`src/rtl/serial_paralelo.sv`:
```
// serial_paralelo: receive-side serial-to-parallel converter for one PCIe PHY lane.
// Hunts for COM (8'hBC) at any bit phase, locks after LOCK_COUNT aligned COMs,
// then presents each aligned byte with a one-cycle byte_en strobe.
// Optional feature macro: SP_REALIGN_EN (drops lock when COM keeps showing up
// at the same non-boundary offset while aligned).
module serial_paralelo (
    input  logic       clk_32f,
    input  logic       reset_L,
    input  logic       data_in,
    output logic [7:0] data_out,
    output logic       valid_out,
    output logic       byte_en,
    output logic       active
);

    localparam logic [7:0]  COM        = 8'hBC;
    localparam int unsigned LOCK_COUNT = 4;
    localparam int unsigned BYTE_W     = 8;
    localparam int unsigned CNT_W      = 3;

    typedef enum logic [1:0] {
        HUNT    = 2'd0,
        SYNC    = 2'd1,
        ALIGNED = 2'd2
    } state_t;

    state_t              state_q, state_d;
    logic [BYTE_W-1:0]   sr_q, sr_d;
    logic [CNT_W-1:0]    bit_cnt_q, bit_cnt_d;
    logic [CNT_W-1:0]    com_cnt_q, com_cnt_d;
    logic                pend_q, pend_d;
    logic [BYTE_W-1:0]   data_out_q, data_out_d;
    logic                valid_out_q, valid_out_d;
    logic                byte_en_q, byte_en_d;
    logic                active_q, active_d;

    logic                boundary_c;
    logic                com_hit_c;
    logic                realign_c;

    // Shift in the new bit and flag boundary / COM on the updated window
    always_comb begin
        sr_d       = {sr_q[BYTE_W-2:0], data_in};
        boundary_c = (bit_cnt_q == CNT_W'(BYTE_W - 1));
        com_hit_c  = (sr_d == COM);
    end

`ifdef SP_REALIGN_EN
    logic [CNT_W-1:0] mis_off_q, mis_off_d;
    logic [CNT_W-1:0] mis_cnt_q, mis_cnt_d;
    logic             mis_seen_q, mis_seen_d;

    // Track COM hits at a fixed non-boundary offset across byte periods
    always_comb begin
        mis_off_d  = mis_off_q;
        mis_cnt_d  = mis_cnt_q;
        mis_seen_d = mis_seen_q;
        realign_c  = 1'b0;
        if (state_q != ALIGNED) begin
            mis_off_d  = '0;
            mis_cnt_d  = '0;
            mis_seen_d = 1'b0;
        end else if (boundary_c) begin
            // A byte period with no hit at the tracked offset breaks the run
            if (!mis_seen_q) begin
                mis_cnt_d = '0;
            end
            mis_seen_d = 1'b0;
        end else if (com_hit_c) begin
            mis_seen_d = 1'b1;
            if ((mis_cnt_q != '0) && (bit_cnt_q == mis_off_q)) begin
                mis_cnt_d = mis_cnt_q + CNT_W'(1);
            end else begin
                mis_off_d = bit_cnt_q;
                mis_cnt_d = CNT_W'(1);
            end
            realign_c = (mis_cnt_d >= CNT_W'(LOCK_COUNT));
        end
    end

    // Misaligned-COM tracking registers
    always_ff @(posedge clk_32f) begin
        if (!reset_L) begin
            mis_off_q  <= '0;
            mis_cnt_q  <= '0;
            mis_seen_q <= 1'b0;
        end else begin
            mis_off_q  <= mis_off_d;
            mis_cnt_q  <= mis_cnt_d;
            mis_seen_q <= mis_seen_d;
        end
    end
`else
    assign realign_c = 1'b0;
`endif

    // Alignment FSM next-state and registered output values
    always_comb begin
        state_d     = state_q;
        bit_cnt_d   = bit_cnt_q + CNT_W'(1);
        com_cnt_d   = com_cnt_q;
        pend_d      = 1'b0;
        data_out_d  = data_out_q;
        valid_out_d = valid_out_q;
        byte_en_d   = 1'b0;
        active_d    = 1'b0;

        unique case (state_q)
            HUNT: begin
                com_cnt_d   = '0;
                valid_out_d = 1'b0;
                if (com_hit_c) begin
                    bit_cnt_d = '0;
                    com_cnt_d = CNT_W'(1);
                    state_d   = SYNC;
                end
            end
            SYNC: begin
                valid_out_d = 1'b0;
                if (boundary_c) begin
                    if (com_hit_c) begin
                        if (com_cnt_q != '1) begin
                            com_cnt_d = com_cnt_q + CNT_W'(1);
                        end
                        if (com_cnt_d >= CNT_W'(LOCK_COUNT)) begin
                            state_d = ALIGNED;
                        end
                    end else begin
                        com_cnt_d = '0;
                        state_d   = HUNT;
                    end
                end
            end
            ALIGNED: begin
                active_d = 1'b1;
                // Byte completed at the previous edge is now in sr_q
                pend_d   = boundary_c;
                if (pend_q) begin
                    byte_en_d = 1'b1;
                    if (sr_q != COM) begin
                        data_out_d  = sr_q;
                        valid_out_d = 1'b1;
                    end else begin
                        valid_out_d = 1'b0;
                    end
                end
                if (realign_c) begin
                    state_d     = HUNT;
                    com_cnt_d   = '0;
                    pend_d      = 1'b0;
                    byte_en_d   = 1'b0;
                    valid_out_d = 1'b0;
                    active_d    = 1'b0;
                end
            end
            default: begin
                state_d   = HUNT;
                com_cnt_d = '0;
            end
        endcase
    end

    // State and output registers
    always_ff @(posedge clk_32f) begin
        if (!reset_L) begin
            state_q     <= HUNT;
            sr_q        <= '0;
            bit_cnt_q   <= '0;
            com_cnt_q   <= '0;
            pend_q      <= 1'b0;
            data_out_q  <= '0;
            valid_out_q <= 1'b0;
            byte_en_q   <= 1'b0;
            active_q    <= 1'b0;
        end else begin
            state_q     <= state_d;
            sr_q        <= sr_d;
            bit_cnt_q   <= bit_cnt_d;
            com_cnt_q   <= com_cnt_d;
            pend_q      <= pend_d;
            data_out_q  <= data_out_d;
            valid_out_q <= valid_out_d;
            byte_en_q   <= byte_en_d;
            active_q    <= active_d;
        end
    end

    assign data_out  = data_out_q;
    assign valid_out = valid_out_q;
    assign byte_en   = byte_en_q;
    assign active    = active_q;

endmodule
```
`config.mk`:
```
export PLATFORM = sky130hd
export DESIGN_NAME = serial_paralelo
export DESIGN_NICKNAME = d
export VERILOG_FILES = /design/src/rtl/serial_paralelo.sv
export SDC_FILE = /design/constraint.sdc
export NUM_CORES = 1
export LEC_CHECK = 0
export CORE_ASPECT_RATIO = 0.9
export CORE_MARGIN = 5
export CORE_UTILIZATION = 50
export DETAILED_ROUTE_END_ITERATION = 8
export PLACE_DENSITY = 0.82
export SLEW_MARGIN = 20
export SYNTH_ARGS = -nofsm -noshare
export SYNTH_HDL_FRONTEND = slang
export SYNTH_SLANG_ARGS = --single-unit
```
`constraint.sdc`:
```
create_clock -name clk_32f -period 2.7 [get_ports clk_32f]
set_input_delay 0.405 -clock clk_32f [delete_from_list [all_inputs] [get_ports clk_32f]]
set_output_delay 0.405 -clock clk_32f [all_outputs]
set_load 0.01 [all_outputs]
```
# Word-level counts from Yosys, hierarchy flattened
# Cells that the tools add are included.
# word_totals
ff_bits,28
input_bits,3
out_inout_bits,11
# op_classes
addsub,2
n_lt_le_gt_ge,1
n_eq_ne,10
muxes,20
n_bitwise,1
reduce_logical,8
# ops
cell,n
3-bit 2-to-1 mux,8
3-bit case mux with 3 select lines,1
"8-bit == test, second input constant",1
2-bit 2-to-1 mux,4
"8-bit != test, second input constant",1
"3-bit by 1-bit adder with 3-bit output, second input constant",2
"2-bit != test, second input constant",3
"3-bit != test, second input constant",2
2-bit case mux with 3 select lines,1
2-bit AND reduction,3
1-bit 2-to-1 mux,5
4-bit AND reduction,1
"3-bit == test, second input constant",1
"3-bit greater-or-equal comparator, second input constant",1
3-bit AND reduction,1
"2-bit by 1-bit == test with 1-bit output, second input constant",1
"2-bit == test, second input constant",1
2-bit zero test,1
1-bit case mux with 2 select lines,1
2-bit nonzero test,1
2-bit OR reduction,1
1-bit NOT,1

# Depth between registers and ports, before layout
# logic_depth
depth_word,10
mapped_depth,5

# Worst setup path after synthesis
# No wires, ideal clock.
# synth_timing
path_kind,register to register
startpoint,register bit_cnt_q[0]
endpoint,register com_cnt_q[2]
setup_time_ps,134
arrival_ps,1271
path_slack_ps,1294
path_stages_with_launch,6
path_buffers,0
synth_period_minus_slack_ps,1406
cell_sequence,dfxtp_1 > ha_1 > ha_1 > or3b_1 > a31oi_1 > a311oi_1
# synth_between
elab_chain_len,3
# synth_lines
item,line_no,rtl
"start, declared",29,"logic [CNT_W-1:0] bit_cnt_q, bit_cnt_d;"
"start signal, assigned",178,bit_cnt_q <= bit_cnt_d;
3-bit == test,44,boundary_c = (bit_cnt_q == CNT_W'(BYTE_W - 1));
via boundary_c,37,logic boundary_c;
2-bit != test (no line),-,
2-bit AND reduction (no line),-,
"end signal, assigned",179,com_cnt_q <= com_cnt_d;
"end, declared",30,"logic [CNT_W-1:0] com_cnt_q, com_cnt_d;"
# The timed path passes the listed nets, and every way through them passes these cells.
# A chain may end at the register's enable or synchronous reset.

# Final worst setup path
# layout_timing
startpoint,register data_out_q[4] (netlist: data_out[4])
endpoint,output data_out[4]
# layout_lines
item,line_no,rtl
"start, declared",32,"logic [BYTE_W-1:0] data_out_q, data_out_d;"
"start signal, assigned",181,data_out_q <= data_out_d;
"end, declared",10,"output logic [7:0] data_out,"
# No word-level cell between the ends.

==> run metrics <==
Register Area=560.5 um2; Worst-Margin Slew=432.8 ps; Die H=55.15 um; Yosys top cell by area=dfxtp_1; Placer Congestion=0.7349; CTS Buffer Depth=2; Clock Skew=5.179 ps; Net Sw Power=0.1384 mW; status=complete, no violations; arrival time worst endpoint=1270 ps; port bufs=13; multi-input logic area=516.7 um2; layout cells sized above 1=10.08%; # Max-Cap Violations=0; crit path kind=reg2out; # clock sinks=28; Top-Level Pins=14; Die Area=3318 um2; Rel. slew slack=71.11%; WL final=2093 um; WL/cell=14.34 um; GRT overflow=0; clock period minus worst slack=1672 ps; delay-heaviest family, CP=buffers and inverters; Starting Density=52.37%; vias in the first global route=784; vias per inst=5.507; Netlist Area Pre-Place=1132 um2; Setup Buffers After CTS=0; drt initial violations=29; post-synthesis sequential area ratio=49.50%; Leak=0.6054 nW; critical path's largest stage delay=560 ps; pwr/cell area=539.4 nW/um2; Int Pwr=0.5796 mW; CTS hold repair buffers=0; top cell type's share of synthesized area=49.50%; syn_nets=112; Clock power frac=38.4%; Fin Setup TNS=0 ps; CTS tree=built; Reg clk slew, reported paths=150 ps; crit-path max FO=2; Pre-Repair DR Iteration Count=4; clock latency on the worst-skew pair=340 ps; H-tree Lvls=1; GRT Util Overall=14.83%; Post-DP HPWL=1530 um; Switching Fraction=19.27%; Sequential Power Share=58.8%; Post-layout nets=126; Worst Setup Start Kind=flip-flop; CTS root buf=clkbuf_4; YS warnings=0; Mean Syn Cell Area=10.68 um2; Syn-to-layout area delta=17.57%; Hold Fails Final Rpt=0; largest net degree at the start of global routing=17; Setup Viol. Count Final=0; Worst path slowest cell=clkdlybuf4s50_1; initial antenna violation count=0; CP endpoint kind=output pin; Combinational Power Share=2.8%; CP bufs+invs=1; number of distinct library cells after synthesis=40; Final Cycle Share=61.92%; #FFs+latches synth=28; main area contributors after synthesis=dfxtp_1 (50%), mux2i_1 (4.4%), nand2_1 (4.3%), ha_1 (3.3%), o311a_1 (2.7%); antenna-violating nets left=0; crit path cell chain=clkdlybuf4s50_1; vias=804; Core Region=2162 um2; first-pass GRT wire length=3546 um; Final Core Density=61.57%; fmax=0.5981 GHz; post-route DRC violation count=0; Rows=16; Num CTS Buffers=3; Final Max Tran Viols=0; RSZ-0062 raised after global routing=no; number of diodes=0; Synth Instances=106; HP Class=reg2reg; Die Wd=60.16 um; VDD IR max=439.5 uV; number of fill cells=174; WP data required=2300 ps; CTS-repair resized insts=0
## flip-flops by register name (all words and copies together) (netlist names), 2 cells and up
name	flops
data_out	8
state_q	2
sr_q	8
com_cnt_q	3
bit_cnt_q	3
## synthesized netlist by cell type (all sizes together)
cell,number
a211oi,1
a21boi,1
a21oi,2
a311oi,1
a31oi,2
and2,3
and2b,1
and3,4
and4,1
and4b,1
and4bb,2
buf,4
clkbuf,1
dfxtp,28
ha,3
inv,8
mux2i,5
nand2,14
nand2b,3
nand3,1
nand3b,1
nand4b,1
nor2b,2
nor3b,1
o211a,1
o211ai,2
o21a,1
o21ai,2
o221a,2
o22ai,1
o311a,3
o31ai,1
o41ai,1
or3b,1
## final cells by class
class                           count  area share, %
Inverter                            8          2.256
Sequential cell                    28          42.11
Tap cell                           27          2.538
Clock inverter                      1          2.256
Clock buffer                        3          1.692
Multi-Input combinational cell     65          38.82
Timing Repair Buffer               14          10.34
## final timing paths
check	startpoint	end	slack [ps]	cells past startpoint
hold / removal	data_out[5]	data_out[5]	470	2
setup / recovery	data_out[4]	data_out[4]	1030	1
setup reg to reg	bit_cnt_q[0]	com_cnt_q[2]	1180	5
hold reg to reg	data_out[5]	data_out[5]	470	2
## power groups by stage
| stage | clock network [mW] | logic [mW] | registers (mW) |
|---|---|---|---|
| floorplan | 0 | 0.0143 | 0.430 |
| global placement | 0 | 0.0192 | 0.431 |
| detailed placement | 0 | 0.0204 | 0.431 |
| CTS | 0.282 | 0.0205 | 0.422 |
| global route | 0.296 | 0.0229 | 0.423 |
| finish | 0.276 | 0.0203 | 0.422 |
## logic make-up (layout without fill, tap and decap cells)
kind of cell / count (synthesis) / count (layout) / synth area share, %
multiplexers: 5 / 5 / 4.420
flip-flops: 28 / 28 / 49.50
adder cells (fa/ha/maj): 3 / 3 / 3.315
buffers and inverters: 13 / 26 / 4.862
AND/OR/NAND/NOR: 36 / 36 / 21.77
AO/OA/AOI/OAI: 21 / 21 / 16.13
## cell usage in the layout, fill, tap and decap left out, types with 2 or more instances in the layout
master / count
a31oi_1: 2
and2_1: 3
and3_1: 4
o211ai_1: 2
inv_1: 8
nand2_1: 13
dfxtp_1: 28
o311a_1: 3
nand2b_1: 3
clkdlybuf4s50_1: 13
nor2b_1: 2
o221a_1: 2
clkbuf_4: 3
ha_1: 3
mux2i_1: 5
## routing by layer
layer / vias to the layer above / wire length (um) / global-route usage [%]
met3: 4 / 135 / 5.104
li1: 406 / - / -
met5: - / 0 / 0
met4: 0 / 47 / 8.118
met2: 33 / 917 / 22.48
met1: 361 / 992 / 18.48
## metrics by stage
step                      worst slack [ps]  power [mW]  std cells  area (um2)  hold WS [ps]
after floorplan                       1294      0.4445        106        1132         420.5
after global placement                1001      0.4500        142        1279         444.1
after detailed placement             979.1      0.4515        142        1279         453.5
after CTS                             1016      0.7244        146        1331         474.6
after global routing                 975.1      0.7416        146        1331         488.1
final                                 1028      0.7180        146        1331         469.3
(Power assumes the default switching activity.)
